$ cat src/rtl/counter_pkg.sv
// Shared types for the modulo step counter: mode encoding and its decode.
package counter_pkg;

   typedef enum logic [1:0] {
      CNT_WRAP    = 2'd0,
      CNT_SAT     = 2'd1,
      CNT_ONESHOT = 2'd2,
      CNT_RSVD    = 2'd3
   } cnt_mode_e;

   // The reserved encoding behaves exactly like wrap mode.
   function automatic cnt_mode_e mode_decode(input logic [1:0] raw);
      cnt_mode_e m;
      m = cnt_mode_e'(raw);
      if (m == CNT_RSVD) begin
         m = CNT_WRAP;
      end
      return m;
   endfunction

endpackage

$ cat src/rtl/step_next_calc.sv
// Combinational next-value calculator for the modulo step counter.
// All comparisons are done one bit wider than the counter so that
// count + step and max_val + 1 never overflow.
module step_next_calc
   import counter_pkg::*;
#(
   parameter int WIDTH  = 8,
   parameter int STEP_W = 4
) (
   input  logic [WIDTH-1:0]  count,
   input  logic [STEP_W-1:0] step,
   input  logic [WIDTH-1:0]  max_val,
   input  logic              up_n_down,
   input  logic [1:0]        mode,
   output logic [WIDTH-1:0]  next_val,
   output logic              tc,
   output logic              oor,
   output logic              cfg_err
);

   localparam int XW = WIDTH + 1;
   localparam logic [XW-1:0] ONE_X = XW'(1);

   logic [XW-1:0]    cnt_x;
   logic [XW-1:0]    max_x;
   logic [XW-1:0]    step_x;
   logic [XW-1:0]    mod_x;
   logic [XW-1:0]    sum_x;
   logic [WIDTH-1:0] diff_val;
   logic [WIDTH-1:0] wrap_up_val;
   logic [WIDTH-1:0] wrap_dn_val;
   logic             tc_up;
   logic             tc_dn;
   cnt_mode_e        mode_d;

   assign cnt_x  = {1'b0, count};
   assign max_x  = {1'b0, max_val};
   assign step_x = {{(XW-STEP_W){1'b0}}, step};
   assign mod_x  = max_x + ONE_X;
   assign sum_x  = cnt_x + step_x;

   // count > max_val - step written as count + step > max_val so a step
   // larger than max_val cannot underflow the bound.
   assign tc_up   = (sum_x > max_x);
   assign tc_dn   = (cnt_x < step_x);
   assign oor     = (cnt_x > max_x);
   assign tc      = oor | (up_n_down ? tc_up : tc_dn);
   assign cfg_err = (step_x > mod_x);

   assign diff_val    = WIDTH'(cnt_x - step_x);
   assign wrap_up_val = WIDTH'(sum_x - mod_x);
   assign wrap_dn_val = WIDTH'(cnt_x + mod_x - step_x);
   assign mode_d      = mode_decode(mode);

   // Select the value the counter takes if a step is taken this cycle.
   always_comb begin
      next_val = count;
      if (!tc) begin
         next_val = up_n_down ? sum_x[WIDTH-1:0] : diff_val;
      end else begin
         case (mode_d)
            CNT_SAT, CNT_ONESHOT: begin
               next_val = (up_n_down || oor) ? max_val : '0;
            end
            default: begin
               if (oor) begin
                  next_val = up_n_down ? '0 : max_val;
               end else begin
                  next_val = up_n_down ? wrap_up_val : wrap_dn_val;
               end
            end
         endcase
      end
   end

endmodule

$ cat src/rtl/modulo_step_counter.sv
// Modulo step counter with runtime modulus, step size and wrap/saturate/
// one-shot modes. Holds the count, terminal pulse and done registers and
// applies the per-cycle priority: reset, load, hold, step.
module modulo_step_counter
   import counter_pkg::*;
#(
   parameter int WIDTH  = 8,
   parameter int STEP_W = 4
) (
   input  logic              clk,
   input  logic              rst,
   input  logic              en,
   input  logic              up_n_down,
   input  logic [1:0]        mode,
   input  logic [STEP_W-1:0] step,
   input  logic [WIDTH-1:0]  max_val,
   input  logic              load,
   input  logic [WIDTH-1:0]  load_val,
   output logic [WIDTH-1:0]  count,
   output logic              tc,
   output logic              term_pulse,
   output logic              done,
   output logic              cfg_err
);

   logic [WIDTH-1:0] count_q;
   logic             term_pulse_q;
   logic             done_q;
   logic [WIDTH-1:0] next_val;
   logic [WIDTH-1:0] load_clamped;
   logic             oor;
   logic             is_oneshot;
   logic             hold;
   logic             term_step;
   cnt_mode_e        mode_d;

   step_next_calc #(
      .WIDTH  (WIDTH),
      .STEP_W (STEP_W)
   ) u_calc (
      .count     (count_q),
      .step      (step),
      .max_val   (max_val),
      .up_n_down (up_n_down),
      .mode      (mode),
      .next_val  (next_val),
      .tc        (tc),
      .oor       (oor),
      .cfg_err   (cfg_err)
   );

   assign mode_d       = mode_decode(mode);
   assign is_oneshot   = (mode_d == CNT_ONESHOT);
   assign load_clamped = (load_val > max_val) ? max_val : load_val;
   assign hold         = !en || (step == '0) || cfg_err || (done_q && is_oneshot);
   assign term_step    = !hold && tc;

   // Count, terminal pulse and sticky done registers.
   always_ff @(posedge clk) begin
      if (rst) begin
         count_q      <= '0;
         term_pulse_q <= 1'b0;
         done_q       <= 1'b0;
      end else if (load) begin
         count_q      <= load_clamped;
         term_pulse_q <= 1'b0;
         done_q       <= 1'b0;
      end else begin
         if (!hold) begin
            count_q <= next_val;
         end
         term_pulse_q <= term_step;
         done_q       <= is_oneshot && (done_q || term_step);
      end
   end

   assign count      = count_q;
   assign term_pulse = term_pulse_q;
   assign done       = done_q;

endmodule
$ cat config.mk
export PLATFORM = sky130hd
export DESIGN_NAME = modulo_step_counter
export DESIGN_NICKNAME = d
export VERILOG_FILES = /design/src/rtl/counter_pkg.sv /design/src/rtl/step_next_calc.sv /design/src/rtl/modulo_step_counter.sv
export SDC_FILE = /design/constraint.sdc
export NUM_CORES = 1
export LEC_CHECK = 0
export BUFFER_PORTS_ARGS = -buffer_cell sky130_fd_sc_hd__buf_2
export CAP_MARGIN = 20
export CORE_UTILIZATION = 35
export CTS_CLUSTER_SIZE = 40
export DETAILED_ROUTE_END_ITERATION = 8
export PLACE_DENSITY = 0.55
export SYNTH_ARGS = -nofsm -noshare
export SYNTH_HDL_FRONTEND = slang
export SYNTH_SLANG_ARGS = --single-unit
$ cat constraint.sdc
create_clock -name clk -period 4.2 [get_ports clk]
set_clock_uncertainty 0.1 [all_clocks]
set_input_delay 0.84 -clock clk [delete_from_list [all_inputs] [get_ports clk]]
set_output_delay 0.84 -clock clk [all_outputs]
set_load 0.005 [all_outputs]
# After elaboration in Yosys (flattened, before gate mapping)
# Cells that the tools add are included.
# totals
regBits,10
latchBits,0
mem_bits_rw,0
rom_bits,0
input_bits,27
elab_cells,44
memories,0
# classes
n_addsub,6
multipliers,0
div_mod_pow,0
n_lt_le_gt_ge,5
n_eq_ne,4
n_shift,0
muxes,12
bitwise_logic,1
n_reduce_logical,13
# ops
operator,count
two-way mux 8 bit,10
greater-than comparator 8 bit,2
subtractor 8 x 4 -> 8 bit,2
"adder 8 x 1 -> 9 bit, second input constant",1
adder 8 x 4 -> 9 bit,1
greater-than comparator 4 x 9 -> 1 bit,1
greater-than comparator 9 x 8 -> 1 bit,1
adder 8 bit,1
less-than comparator 8 x 4 -> 1 bit,1
subtractor 8 bit,1
logical OR 1 bit,5
"== test 2 bit, second input constant",2
logical NOT 4 bit,1
OR reduction 2 bit,2
logical AND 1 bit,3
"== test 2 x 1 -> 1 bit, second input constant",1
logical NOT 1 bit,2
two-way mux 2 bit,1
"!= test 2 bit, second input constant",1
two-way mux 1 bit,1
bitwise OR 1 bit,1

# Longest topological paths before layout
# Gate-level depths: netlist of run 1.
# depth
depth_word,9
depth_mapped,18
depth_no_buf,16

# By module
# Synthesis of run 1 repeated with hierarchy kept, for this count alone.
# hier_totals
cells_unflattened,377
hier_area_um2,3011.6
# modules_own_cells
module,n_inst,cells_per_inst,area_each_um2,seq_area_each_um2
step_next_calc,1,286,2252.2,0.0
modulo_step_counter,1,91,759.5,200.2

# Worst setup path before layout of run 1
# OpenSTA, ideal clock, no wires.
# synth_path
path_kind,in2out
startpoint,input step[0]
endpoint,output tc
arrival_ns,3.305
required_time_ns,3.260
setup_slack_ns,-0.045
cell_stages,15
n_path_buf,1
path_cell_list,ha_1 > fa_1 > nor2b_1 > o21a_1 > nor2_1 > or3_1 > xnor2_1 > ha_1 > nand4_1 > o21a_1 > o211ai_1 > o311a_4 > and2_4 > buf_6 > inv_1
# synth_between
elab_chain_len,4
word_cells_on_any_way,5
classes_between,1 x add/sub; 2 x order compare; 1 x mux; 1 x bitwise
# synth_rtl
element,line,text
start: declaration,modulo_step_counter.sv:15,"input logic [STEP_W-1:0] step,"
adder 8 x 4 -> 9 bit,step_next_calc.sv:40,assign sum_x = cnt_x + step_x;
greater-than comparator 9 x 8 -> 1 bit,step_next_calc.sv:44,assign tc_up = (sum_x > max_x);
two-way mux 1 bit *,step_next_calc.sv:47,assign tc = oor | (up_n_down ? tc_up : tc_dn);
bitwise OR 1 bit *,step_next_calc.sv:47,
end: declaration,modulo_step_counter.sv:20,"output logic tc,"
# Mark *: on every way between the ends. The rest lies on a longest branch, timed or not.

# Worst setup path after layout of run 1
# Ends and elaborated chain as after synthesis.

==> impl_metrics.tcl, run 1 <==
set metrics [dict create \
    num_rows 33 \
    grtUsageMet2 0.393 \
    cp-end-kind "primary output" \
    intPower_mw 0.674 \
    finalSetupViolations 1 \
    syn_area_um2 3070 \
    initial_core_util 0.368 \
    cts_made_buffers 3 \
    grt-ovfl-total 0 \
    gp_congestion 0.919 \
    io_buffer_count 38 \
    violations "negative setup slack" \
    area_delta_synth_final_pct 30.1 \
    first_pass_iters 4 \
    async_flop_share 0 \
    worstSetupStartpointType "input port" \
    cts.clk_slew.worst_paths_ns 0.05 \
    whs_ns 0.432 \
    power_mw 1.27 \
    hold_class "reg2reg" \
    cap_violations 0 \
    dieArea_um2 9150 \
    die_h_um 95.6 \
    arrival_ns 3.30 \
    antenna_found_initial 0 \
    p_comb_frac 0.798 \
    hold_viol_final 0 \
    cts_tree "built" \
    fillers 852 \
    cts_root_buf "clkbuf_8" \
    switching_share 0.471 \
    pwr-share-clk 0.099 \
    gr-usage-all-layers 0.241 \
    drtIter0Drc 155 \
    worstPathMaxFanout 3 \
    clock.fmax_ghz 0.236 \
    synth_warnings 0 \
    outcome "finished with violations" \
    power_leakage_nw 1.86 \
    worstSkewPairLatency_ns 0.24 \
    period_minus_slack_ns 4.24 \
    multi_input_area_um2 2840 \
    gr-usage-met1 0.332 \
    ioPinCount 39 \
    rsz0062_at_grt "yes" \
    slew_headroom 0.586 \
    critPathKind "in2out" \
    powerDensity_nw_per_um2 319 \
    ys.flop_type "dfxtp_1" \
    cp.required_ns 3.26 \
    vdd_drop_max_mv 0.126 \
    die_w_um 95.6 \
    avgSynthCellArea_um2 7.75 \
    netSwitchingPower_mw 0.600 \
    nets 568 \
    grt_busiest_layer "met2" \
    synth_seq_cells 10 \
    drv_slew 0 \
    via_count 3322 \
    drc 0 \
    clock-sinks 10 \
    grt_pass1_vias 3239 \
    grt_pass1_wl_mm 16.6 \
    tightest_slew_ns 0.615 \
    finalCritPeriodShare 1.01 \
    synthCells 396 \
    core_area_um2 8340 \
    ys_seq_area_frac 0.0652 \
    register_area_um2 200 \
    wl_mm 10.5 \
    syn_nets 486 \
    ant_nets 0 \
    utilization 0.479 \
    drive_gt1_frac 0.281 \
    grt_max_degree 24 \
    wl_per_cell_um 18.0 \
    synth_edf_count 0 \
    p_seq_frac 0.103 \
    routed_via_density 5.71 \
    final.setup.tns_ns -0.0369 \
    cts_htree_levels 1 \
    use_met3 0.0287 \
    worst_slack_ns -0.0369 \
    antenna_cells 0 \
    cts_buffer_depth 2 \
    place_area_um2 3660 \
    synth_cell_types 66 \
    final_cell_area_um2 3990 \
    hpwl_mm 8.74 \
]
## worst max-delay path: stages
cell      delay [ns]
buf_8           0.10
ha_4            0.15
fa_2            0.34
nor2b_4         0.14
o21a_4          0.23
nor2_4          0.13
or3_4           0.17
xnor2_4         0.08
ha_4            0.27
nand4_1         0.07
o21a_1          0.18
o211ai_1        0.10
o311a_4         0.22
and2_4          0.14
inv_2           0.04
buf_6           0.10
## worst paths after layout
path,from,slack (ns),depth (start not counted),to
max,step[0],-0.04,16,tc
min,done,0.43,1,done
min reg2reg,done,0.43,1,done
max reg2reg,count[1],0.31,16,count[6]
## power groups by stage
stage               clock network [mW]  logic (mW)  registers, mW
finish                           0.126        1.02          0.131
global route                     0.135        1.12          0.134
CTS                              0.129       0.965          0.130
detailed placement                   0       0.928          0.131
global placement                     0       0.912          0.131
floorplan                            0       0.629          0.126
## cell type report
class / count / area share
Timing Repair Buffer: 89 / 0.152
Tap cell: 105 / 0.0329
Sequential cell: 10 / 0.0501
Clock buffer: 4 / 0.0138
Inverter: 43 / 0.0404
Multi-Input combinational cell: 331 / 0.711
## sequential cells by signal, indices dropped and copies added, names as in the netlist
name	flops
done	1
term_pulse	1
count	8
## kinds of logic (layout without fill, tap and decap cells)
family,count (synthesis),after routing,share of synthesized area
DFF,10,10,0.0652
xor gates and xnor gates,20,20,0.0685
buffers and inverters,55,136,0.0730
adders and majority gates,63,63,0.274
and+or+nand+nor,121,121,0.218
AOI/OAI and AO/OA,115,115,0.261
muxes,12,12,0.0404
## repair_timing
| action | CTS | global route |
|---|---|---|
| hold buffers | 0 | 0 |
| cloned | 0 | 0 |
| resized for setup | 11 | 31 |
| buffers inserted | 6 | 2 |
| pin swaps | 10 | 23 |
| setup endpoints to repair | 1 | 4 |
## layer usage
layer	vias to the layer above	wire (um)
met1	1549	4940
met4	0	367
li1	1644	-
met5	-	0
met2	102	4710
met3	27	468
## stage by stage
step	instances	setup slack, ns
final	582	-0.0369
after global routing	582	-0.144
after CTS	581	-0.0867
after detailed placement	571	-0.169
after global placement	571	-0.108
after floorplan	396	0.00378
## synth_stat cells, types with 5 or more instances
cell | instances | area (um^2)
ha_1 | 56 | 701
inv_1 | 40 | 150
a21oi_1 | 27 | 135
nor2_1 | 25 | 93.8
o21ai_0 | 19 | 95.1
nand2_1 | 16 | 60.1
nor3_1 | 16 | 80.1
xnor2_1 | 15 | 131
nor2b_1 | 12 | 75.1
dfxtp_1 | 10 | 200
mux2i_1 | 9 | 90.1
nand3_1 | 9 | 45.0
clkbuf_1 | 8 | 30.0
a31oi_1 | 7 | 43.8
fa_1 | 7 | 140
nand2b_1 | 7 | 43.8
nand4_1 | 7 | 43.8
o21a_1 | 7 | 52.6
o211ai_1 | 6 | 45.0
and3_1 | 5 | 31.3
o22ai_1 | 5 | 31.3
## placed cells by master (no fill, tap or decap), drive strengths merged, types with 7 or more instances in the layout
cell type / n
o21ai: 21
xnor2: 16
nand3: 9
inv: 42
mux2i: 9
o21a: 7
a21oi: 27
buf: 89
dfxtp: 10
nand2b: 7
fa: 7
ha: 56
nor3: 16
nor2: 25
nand2: 16
a31oi: 7
nand4: 8
nor2b: 13
(Power assumes the default switching activity.)
==> inputs of run 2 (changes only) <==
--- a/config.mk
+++ b/config.mk
@@ -7,6 +7,7 @@
 export LEC_CHECK = 0
 export BUFFER_PORTS_ARGS = -buffer_cell sky130_fd_sc_hd__buf_2
 export CAP_MARGIN = 20
+export CORE_MARGIN = 4
 export CORE_UTILIZATION = 35
 export CTS_CLUSTER_SIZE = 40
 export DETAILED_ROUTE_END_ITERATION = 8
==> run 2 against run 1 <==
Net effect: the run still ends with negative setup slack left; register-to-register slack better by 0.14 ns; global-route usage down 3.7 points; non-clock buffer count down 4; sequential share of layout area up 0.15 points; worst setup slack worse by 0.038 ns; utilization down 1.6 points; critical endpoint unchanged; highest routed layer unchanged.
==> impl_metrics.tcl, run 2 (synthesized netlist as in run 1, its figures left out) <==
set metrics [dict create \
    outcome "finished with violations" \
    violations "negative setup slack" \
    nets 564 \
    cp.required_ns 3.26 \
    cts_buffer_depth 2 \
    cts_root_buf "clkbuf_8" \
    slew_headroom 0.593 \
    worstSkewPairLatency_ns 0.24 \
    vdd_drop_max_mv 0.144 \
    clock-sinks 10 \
    area_delta_synth_final_pct 26.3 \
    antenna_cells 0 \
    powerDensity_nw_per_um2 323 \
    grt-ovfl-total 0 \
    tightest_slew_ns 0.605 \
    cp-end-kind "primary output" \
    antenna_found_initial 0 \
    mostFrequentLayoutCells "ha_1, buf_4, inv_1" \
    fillers 868 \
    rr_startpoint "count[1]" \
    critPathKind "in2out" \
    dieArea_um2 10300 \
    routed_via_density 5.72 \
    drtIter0Drc 209 \
    finalCritPeriodShare 1.02 \
    cts_htree_levels 1 \
    io_buffer_count 38 \
    die_h_um 102 \
    worst_path_max_delay_cell "or3_4" \
    wl_per_cell_um 18.3 \
    finalSetupViolations 1 \
    worstPathMaxFanout 3 \
    drv_slew 0 \
    drc 0 \
    ioPinCount 39 \
    cts_tree "built" \
    drive_gt1_frac 0.254 \
    initial_core_util 0.366 \
    worst_r2r_path_depth 16 \
    gr-usage-all-layers 0.205 \
    period_minus_slack_ns 4.27 \
    grt_pass1_vias 3189 \
    critPathMaxStageDelay_ns 0.35 \
    core_area_um2 8380 \
    crit_start "step[0]" \
    ant_nets 0 \
    wl_mm 10.6 \
    rsz0062_at_grt "yes" \
    cts_hold_buf 0 \
    hold_viol_final 0 \
    largest_reg_flops 8 \
    cp_cell_sequence "buf_8 -> ha_4 -> fa_2 -> nor2b_4 -> o21a_1 -> nor2_4 -> or3_4 -> xnor2_2 -> ha_1 -> nand4_1 -> o21a_1 -> o211ai_1 -> o311a_4 -> and2_4 -> inv_4 -> buf_6" \
    clock.fmax_ghz 0.234 \
    worst_slack_ns -0.0748 \
    via_count 3308 \
    endpoint "tc" \
    grt_max_degree 25 \
    hpwl_mm 8.78 \
    first_pass_iters 5 \
    cap_violations 0 \
    gp_congestion 0.894 \
    ff2ff_setup_slack_ns 0.45 \
    arrival_ns 3.33 \
    die_w_um 102 \
    grt_pass1_wl_mm 16.5 \
    cts_made_buffers 3 \
    final.setup.tns_ns -0.0748 \
    hold_class "reg2reg" \
    cts.clk_slew.worst_paths_ns 0.05 \
    num_rows 33 \
    cpMostUsedCell "o21a_1" \
    final_common_cell "ha_1" \
    r2r-end "count[6]" \
    power_leakage_nw 1.84 \
    power_mw 1.25 \
    worstSetupStartpointType "input port" \
]
## run 2: power breakdown
| part | leakage [nW] | switching (mW) | total [mW] | internal, mW |
|---|---|---|---|---|
| Clock | 0.0288 | 0.0452 | 0.128 | 0.0830 |
| Combinational | 1.72 | 0.527 | 0.995 | 0.468 |
| Sequential | 0.0826 | 0.0223 | 0.129 | 0.107 |
| Total | 1.84 | 0.594 | 1.25 | 0.658 |
## run 2: area by class of cell
class,count,area [um^2],share of cell area
clock buffer,4,55.1,0.0142
tap,105,131,0.0339
sequential,10,200,0.0516
multi-input combinational,331,2760,0.713
timing repair buffer,85,562,0.145
inverter,43,164,0.0423
## run 2: worst min path at each step
| stage | startpoint | end | slack, ns | cells after the start |
|---|---|---|---|---|
| after global routing | done | done | 0.45 | 1 |
| after global placement | done | done | 0.41 | 1 |
| after CTS | done | done | 0.43 | 1 |
| final | done | done | 0.42 | 1 |
| after floorplan | done | done | 0.42 | 1 |
| after detailed placement | done | done | 0.41 | 1 |
## run 2: stage by stage
step                 util  instances  hold slack (ns)  setup WS [ns]  area (um^2)
CTS                 0.453        575            0.428        -0.0870         3800
global placement    0.434        568            0.406         -0.123         3640
global route        0.462        578            0.453         -0.172         3880
detailed placement  0.434        568            0.413         -0.180         3640
floorplan               -        396            0.416        0.00378         3070
finish              0.462        578            0.422        -0.0748         3880
## run 2: critical path: cells and delay by family
kind | cells | cell delay [ns]
buf+inv | 3 | 0.21
simple gates | 5 | 0.80
xor+xnor | 1 | 0.15
fa+ha+maj | 3 | 0.60
compound gates | 4 | 0.73
## run 2: timing repair
action	4_1_cts	5_1_grt
buffers inserted	3	3
endpoints found under the setup margin	1	3
pin swaps	13	14
endpoints found under the hold margin	0	0
gates resized for setup	13	13
## run 2: metal layers
layer / global-route usage / share of wire
met1: 0.292 / 0.47
met5: 0 / 0
met3: 0.0172 / 0.046
met4: 0.0256 / 0.014
met2: 0.346 / 0.47
